--- src/rtl/init_seq_responder.sv ---
// Bring-up sequencer: waits for init_flag, holds the datapath in soft reset, then
// enables each lock-in stage in turn via en/ack and raises sys_ready after settling.
module init_seq_responder #(
  parameter int NUM_STAGES  = 4,
  parameter int RST_HOLD    = 16,
  parameter int ACK_TIMEOUT = 1024
) (
  input  logic                  clk,
  input  logic                  rst,
  input  logic                  init_flag,
  input  logic [31:0]           settle_cycles,
  input  logic [NUM_STAGES-1:0] stage_ack,
  output logic                  stage_rst_n,
  output logic [NUM_STAGES-1:0] stage_en,
  output logic [2:0]            stage_idx,
  output logic                  sys_ready,
  output logic                  timeout_err
);

  localparam int HOLD_W = $clog2(RST_HOLD + 1);
  localparam int TO_W   = $clog2(ACK_TIMEOUT + 1);

  localparam logic [HOLD_W-1:0] HOLD_LAST = HOLD_W'(RST_HOLD - 1);
  localparam logic [TO_W-1:0]   TO_LAST   = TO_W'(ACK_TIMEOUT - 1);
  localparam logic [2:0]        LAST_IDX  = 3'(NUM_STAGES - 1);

  typedef enum logic [2:0] {
    IDLE,
    HOLD,
    EN,
    SETTLE,
    READY,
    FAULT
  } state_t;

  state_t                  state_reg;
  logic [HOLD_W-1:0]       hold_cnt_reg;
  logic [TO_W-1:0]         to_cnt_reg;
  logic [31:0]             settle_cnt_reg;
  logic                    stage_rst_n_reg;
  logic [NUM_STAGES-1:0]   stage_en_reg;
  logic [2:0]              stage_idx_reg;
  logic                    sys_ready_reg;
  logic                    timeout_err_reg;

  logic [NUM_STAGES-1:0]   idx_onehot;
  logic                    cur_ack;
  logic                    cur_en_set;

  // One-hot decode of the awaited stage keeps all stage_en/stage_ack indexing width-safe.
  genvar gi;
  generate
    for (gi = 0; gi < NUM_STAGES; gi++) begin : g_sel
      assign idx_onehot[gi] = (stage_idx_reg == 3'(gi));
    end
  endgenerate

  assign cur_ack    = |(stage_ack & idx_onehot);
  assign cur_en_set = |(stage_en_reg & idx_onehot);

  always_ff @(posedge clk or negedge rst) begin
    if (!rst) begin
      state_reg       <= IDLE;
      hold_cnt_reg    <= '0;
      to_cnt_reg      <= '0;
      settle_cnt_reg  <= '0;
      stage_rst_n_reg <= 1'b0;
      stage_en_reg    <= '0;
      stage_idx_reg   <= '0;
      sys_ready_reg   <= 1'b0;
      timeout_err_reg <= 1'b0;
    end else if (state_reg != IDLE && !init_flag) begin
      // Abort from anywhere; timeout_err is deliberately left untouched.
      state_reg       <= IDLE;
      hold_cnt_reg    <= '0;
      to_cnt_reg      <= '0;
      settle_cnt_reg  <= '0;
      stage_rst_n_reg <= 1'b0;
      stage_en_reg    <= '0;
      stage_idx_reg   <= '0;
      sys_ready_reg   <= 1'b0;
    end else begin
      case (state_reg)
        IDLE: begin
          stage_rst_n_reg <= 1'b0;
          if (init_flag) begin
            state_reg    <= HOLD;
            hold_cnt_reg <= '0;
          end
        end

        HOLD: begin
          stage_rst_n_reg <= 1'b0;
          if (hold_cnt_reg == HOLD_LAST) begin
            stage_rst_n_reg <= 1'b1;
            stage_idx_reg   <= '0;
            to_cnt_reg      <= '0;
            state_reg       <= EN;
          end else begin
            hold_cnt_reg <= hold_cnt_reg + 1'b1;
          end
        end

        EN: begin
          stage_en_reg <= stage_en_reg | idx_onehot;
          if (cur_ack) begin
            to_cnt_reg <= '0;
            if (stage_idx_reg == LAST_IDX) begin
              settle_cnt_reg <= '0;
              state_reg      <= SETTLE;
            end else begin
              stage_idx_reg <= stage_idx_reg + 3'd1;
            end
          end else if (to_cnt_reg == TO_LAST) begin
            timeout_err_reg <= 1'b1;
            stage_en_reg    <= '0;
            stage_rst_n_reg <= 1'b0;
            state_reg       <= FAULT;
          end else if (cur_en_set) begin
            // The timeout window opens once the stage's enable is actually driven.
            to_cnt_reg <= to_cnt_reg + 1'b1;
          end
        end

        SETTLE: begin
          if (settle_cnt_reg >= settle_cycles) begin
            sys_ready_reg <= 1'b1;
            state_reg     <= READY;
          end else if (settle_cnt_reg != '1) begin
            settle_cnt_reg <= settle_cnt_reg + 32'd1;
          end
        end

        READY: begin
          sys_ready_reg <= 1'b1;
        end

        FAULT: begin
          stage_en_reg    <= '0;
          stage_rst_n_reg <= 1'b0;
        end

        default: begin
          state_reg <= IDLE;
        end
      endcase
    end
  end

  assign stage_rst_n = stage_rst_n_reg;
  assign stage_en    = stage_en_reg;
  assign stage_idx   = stage_idx_reg;
  assign sys_ready   = sys_ready_reg;
  assign timeout_err = timeout_err_reg;

endmodule

--- config.mk ---
export PLATFORM = sky130hd
export DESIGN_NAME = init_seq_responder
export DESIGN_NICKNAME = d
export VERILOG_FILES = /design/src/rtl/init_seq_responder.sv
export SDC_FILE = /design/constraint.sdc
export NUM_CORES = 1
export LEC_CHECK = 0
export ABC_CLOCK_PERIOD_IN_PS = 3100
export BUFFER_PORTS_ARGS = -buffer_cell sky130_fd_sc_hd__buf_4
export CAP_MARGIN = 20
export CORE_ASPECT_RATIO = 0.5
export CORE_MARGIN = 2
export CORE_UTILIZATION = 34
export CTS_BUF_LIST = sky130_fd_sc_hd__clkbuf_4 sky130_fd_sc_hd__clkbuf_8
export DETAILED_ROUTE_END_ITERATION = 8
export SETUP_SLACK_MARGIN = 0.02
export SLEW_MARGIN = 20
export SYNTH_ARGS = -nofsm -noshare
export SYNTH_HDL_FRONTEND = slang
export SYNTH_SLANG_ARGS = --single-unit
--- constraint.sdc ---
create_clock -name clk -period 3.1 [get_ports clk]
set_input_delay 0.62 -clock clk [delete_from_list [all_inputs] [get_ports clk]]
set_output_delay 0.62 -clock clk [all_outputs]
set_load 0.01 [all_outputs]
# --- Word-level counts from Yosys, hierarchy flattened ---
# Cells that the tools add are included.
word_totals:
  in_bits: 39
  register_bits: 61
op_classes:
  n_reduce_logical: 23
  muxes: 41
  n_bitwise: 5
  eq_ne: 27
  addsub: 4
  magnitude_cmp: 1
ops:
  columns: ["operator", "count"]
  rows:
  - ["$mux 32", 5]
  - ["$pmux 32 s2", 1]
  - ["$mux 11", 5]
  - ["$mux 3", 11]
  - ["$ne 3x3->1 const B", 11]
  - ["$add 32x1->32 const B", 1]
  - ["$ge 32x32->1", 1]
  - ["$ne 32x32->1 const B", 1]
  - ["$pmux 11 s2", 1]
  - ["$reduce_bool 3->1", 6]
  - ["$ne 4x4->1 const B", 4]
  - ["$mux 5", 3]
  - ["$pmux 3 s5", 1]
  - ["$eq 3x2->1 const B", 4]
  - ["$mux 4", 3]
  - ["$reduce_and 4->1", 3]
  - ["$add 11x1->11 const B", 1]
  - ["$eq 11x10->1 const B", 1]
  - ["$pmux 5 s2", 1]
  - ["$and 4x4->4", 2]
  - ["$pmux 4 s2", 1]
  - ["$reduce_or 4->1", 2]
  - ["$eq 3x1->1 const B", 2]
  - ["$eq 3x3->1 const B", 2]
  - ["19 further kinds", 28]

# --- Depth between registers and ports, before layout ---
logic_depth:
  word_depth: 8
  depth_mapped: 11
  ltp_nobuf: 10

# --- Least setup slack after synthesis ---
# No wires, ideal clock.
synth_path:
  path_kind: "input port to flip-flop"
  from: "input port settle_cycles[31]"
  to: "register settle_cnt_reg[3]"
  t_arrival_ns: 2.500
  n_path_buf: 2
  path_slack_ns: 0.518
  required_ns: 3.018
  setup_ns: 0.082
  path_stages: 11
  path_cell_list: "inv_1 > ha_1 > nand4_1 > nor4_1 > a22oi_1 > and2_1 > buf_2 > o21ai_2 > buf_2 > o21ai_0 > a31oi_1"
synth_between:
  elab_chain_len: 3
synth_lines:
  columns: ["element", "line_no", "text"]
  rows:
  - ["start: declaration", "11", "input logic [31:0] settle_cycles,"]
  - ["$ge 32x32->1", "126", "if (settle_cnt_reg >= settle_cycles) begin"]
  - ["$ne 3x3->1 (no line)", null, null]
  - ["$reduce_and 5->1 (no line)", null, null]
  - ["end signal: assignment", "130", "settle_cnt_reg <= settle_cnt_reg + 32'd1;"]
  - ["end: declaration", "39", "logic [31:0] settle_cnt_reg;"]
# No other way between the ends.
# A chain may end at the register's enable or synchronous reset.

# --- Worst setup path in the final report ---
layout_path:
  from: "register settle_cnt_reg[25]"
  to: "register state_reg[1]"
layout_between:
  elab_chain_len: 3
layout_lines:
  columns: ["element", "line_no", "text"]
  rows:
  - ["$ge 32x32->1", "126", null]
  - ["$ne 3x3->1 (no line)", null, null]
  - ["$reduce_and 6->1 (no line)", null, null]
  - ["end signal: assignment", "118", "state_reg <= FAULT;"]
  - ["end signal: assignment", "128", "state_reg <= READY;"]
  - ["end signal: assignment", "144", "state_reg <= IDLE;"]
  - ["end: declaration", "36", "state_t state_reg;"]
# No other way between the ends.

==> flow_metrics.env <==
export IMPL_grt_antenna_before_repair=0
export IMPL_worst_hold_slack_ns=0.355
export IMPL_skew_ns=0.00617
export IMPL_initial_core_util=0.354
export IMPL_synth_ff_type="dfrtp_1"
export IMPL_grt_first_pass_wirelength_um=19600
export IMPL_syn_cell_area_um2=4560
export IMPL_drv_slew=0
export IMPL_gpl_final_weighted_congestion=0.811
export IMPL_post_route_cell_area_um2=5380
export IMPL_clkTransAtPathRegs_ns=0.07
export IMPL_dieArea_um2=14400
export IMPL_layout_drive_gt1_share=0.153
export IMPL_period_minus_slack_ns=2.72
export IMPL_required_ns=3.34
export IMPL_cts_buffers=9
export IMPL_async_flop_share=1.00
export IMPL_core_rowCount=29
export IMPL_power_density_nw_per_um2=471
export IMPL_grt_pass1_vias=4033
export IMPL_drt_iter0_drc=247
export IMPL_setup_tns_ns=0
export IMPL_cts_root_buf="clkbuf_8"
export IMPL_largest_reg_flops=32
export IMPL_clockBufferDepth=2
export IMPL_ys_warn_count=0
export IMPL_ant_nets=0
export IMPL_syn_avg_cell_area_um2=8.43
export IMPL_ys_seq_area_frac=0.335
export IMPL_setup_viol_count_final=0
export IMPL_syn_nets=621
export IMPL_synth_seq_cells=61
export IMPL_ir_worst_vdd_mv=0.237
export IMPL_critPathArrivalTime_ns=2.96
export IMPL_cts_tree="built"
export IMPL_synth_common_cells="nand2_1 (70), dfrtp_1 (61), inv_1 (45)"
export IMPL_fillers=1289
export IMPL_path_max_fanout=15
export IMPL_critical_path_startpoint_type="register"
export IMPL_finalCritPeriodShare=0.879
export IMPL_yosysMostFrequentCell="nand2_1"
export IMPL_yosysTopAreaCellShare=0.335
export IMPL_fin_total_pwr_w=0.00253
export IMPL_yosysTopAreaCell="dfrtp_1"
export IMPL_dr_pass1_iters=5
export IMPL_synth_edf_count=0
export IMPL_vias_per_cell=5.50
export IMPL_placed_area_um2=5110
export IMPL_boundaryPins=49
export IMPL_end_kind="register"
export IMPL_dp_slack_ns=-0.0159
export IMPL_syn2layout_area_growth_pct=18.0
export IMPL_max_freq_mhz=367
export IMPL_nets=672
export IMPL_core_area_um2=12900
export IMPL_synth_area_leaders="dfrtp_1 (33%), ha_1 (11%), nand2_1 (5.8%)"
export IMPL_rsz0062_at_grt="false"
export IMPL_final_hold_violation_count=0
export IMPL_routedWlPerCell_um=14.9
export IMPL_setup_slack_ns=0.375
export IMPL_htreeDepth=3
export IMPL_drc=0
export IMPL_num_antenna_cells=0
export IMPL_overflow=0
export IMPL_cts_sinks=61
export IMPL_tightest_slew_ns=0.818
export IMPL_maxSlewHeadroom=0.455
export IMPL_grt_max_degree=62
export IMPL_leakagePower_nw=2.47
export IMPL_die_height_um=85.9
export IMPL_track_usage=0.166
export IMPL_routed_wl_um=11400
export IMPL_hp_class="in -> async"
export IMPL_outcome="finished, final reports clean"
export IMPL_synth_cell_types=63
export IMPL_worstSetupPathType="reg -> reg"
export IMPL_die_w_um=168
export IMPL_place_hpwl_um=8130
export IMPL_syn_instance_count=541
export IMPL_io_buffers=48
export IMPL_clock_latency_ns=0.35
export IMPL_vias=4215
export IMPL_cap_violations=0
[routing by layer]
layer | GRT usage | vias up | part of all wire
li1 | - | 2114 | -
met1 | 0.232 | 2020 | 0.51
met2 | 0.266 | 69 | 0.44
met3 | 0.0388 | 12 | 0.038
met4 | 0.0356 | 0 | 0.0093
met5 | 0 | - | 0
[worst max-delay path, stage by stage, from the launching register on]
cell and delay (ns):
dfrtp_1 0.46, ha_1 0.34, nand4_1 0.15, nor4_2 0.41
nand2_1 0.24, o21ai_2 0.55, a211oi_1 0.15, or2_2 0.31
[logic make-up (layout without fill, tap and decap cells)]
kind of cell	after synthesis	after routing	share of synthesized area
simple gates	207	207	0.231
fa+ha+maj	41	41	0.112
buf+inv	68	123	0.0609
xor+xnor	5	5	0.00960
mux	5	5	0.0115
compound gates	154	154	0.240
flops	61	61	0.335
[through the flow]
stage	std cells	util
after CTS	763	0.415
after floorplan	541	-
after global placement	748	0.397
after global routing	766	0.418
after detailed placement	748	0.397
final	766	0.418
[path summary, 6_finish.rpt]
| path | from | to | slack (ns) | depth (start not counted) |
|---|---|---|---|---|
| min reg2reg | to_cnt_reg[10]$_DFFE_PN0P_ | to_cnt_reg[10]$_DFFE_PN0P_ | 0.50 | 1 |
| max reg2reg | settle_cnt_reg[25]$_DFFE_PN0P_ | state_reg[1]$_DFFE_PN0P_ | 0.38 | 7 |
| min in group clk | to_cnt_reg[10]$_DFFE_PN0P_ | to_cnt_reg[10]$_DFFE_PN0P_ | 0.50 | 1 |
| max | settle_cnt_reg[25]$_DFFE_PN0P_ | state_reg[1]$_DFFE_PN0P_ | 0.38 | 7 |
| max in group asynchronous | rst | settle_cnt_reg[8]$_DFFE_PN0P_ | 2.21 | 1 |
| min | rst | stage_en[2]$_DFFE_PN0P_ | 0.35 | 1 |
[layout make-up]
type / instances / area [µm²] / area share
Tap cell: 170 / 213 / 0.0395
Inverter: 46 / 173 / 0.0321
Clock inverter: 5 / 100 / 0.0186
Clock buffer: 10 / 131 / 0.0244
Timing Repair Buffer: 62 / 465 / 0.0865
Multi-Input combinational cell: 412 / 2770 / 0.515
Sequential cell: 61 / 1530 / 0.284
[placed cells by master (no fill, tap or decap), types with 4 or more instances in the layout]
| cell type | synthesis | final |
|---|---|---|
| nand2_1 | 70 | 70 |
| buf_4 | 1 | 62 |
| dfrtp_1 | 61 | 61 |
| inv_1 | 45 | 45 |
| ha_1 | 41 | 41 |
| a21oi_1 | 34 | 34 |
| nor2_1 | 29 | 28 |
| o21ai_0 | 24 | 24 |
| nand3_1 | 22 | 22 |
| nand4_1 | 16 | 16 |
| nor3_1 | 15 | 15 |
| o211ai_1 | 15 | 15 |
| a22o_1 | 9 | 9 |
| clkbuf_8 | 0 | 9 |
| a211oi_1 | 7 | 7 |
| nor4_1 | 8 | 7 |
| a32oi_1 | 7 | 7 |
| and3_1 | 6 | 6 |
| a31oi_1 | 6 | 6 |
| o31ai_1 | 6 | 6 |
| or4_1 | 6 | 6 |
| a21o_1 | 5 | 5 |
| nor2b_1 | 5 | 5 |
| o311ai_0 | 5 | 5 |
| o22a_1 | 5 | 5 |
| o21a_1 | 5 | 5 |
| xnor2_1 | 5 | 5 |
| nand2b_1 | 4 | 4 |
| and2_1 | 4 | 4 |
| and4_1 | 4 | 4 |
| or3_1 | 4 | 4 |
[repair_timing]
| action | 4_1_cts | 5_1_grt |
|---|---|---|
| resized for setup | 0 | 2 |
| endpoints found under the setup margin | 0 | 12 |
| hold buffers | 0 | 0 |
| setup buffers | 0 | 3 |
[power breakdown]
part | internal [W] | switching, W
logic | 0.000296 | 0.000453
clock network | 0.000536 | 0.000330
registers | 0.000843 | 0.0000736
total | 0.00168 | 0.000857
(Power assumes the default switching activity.)
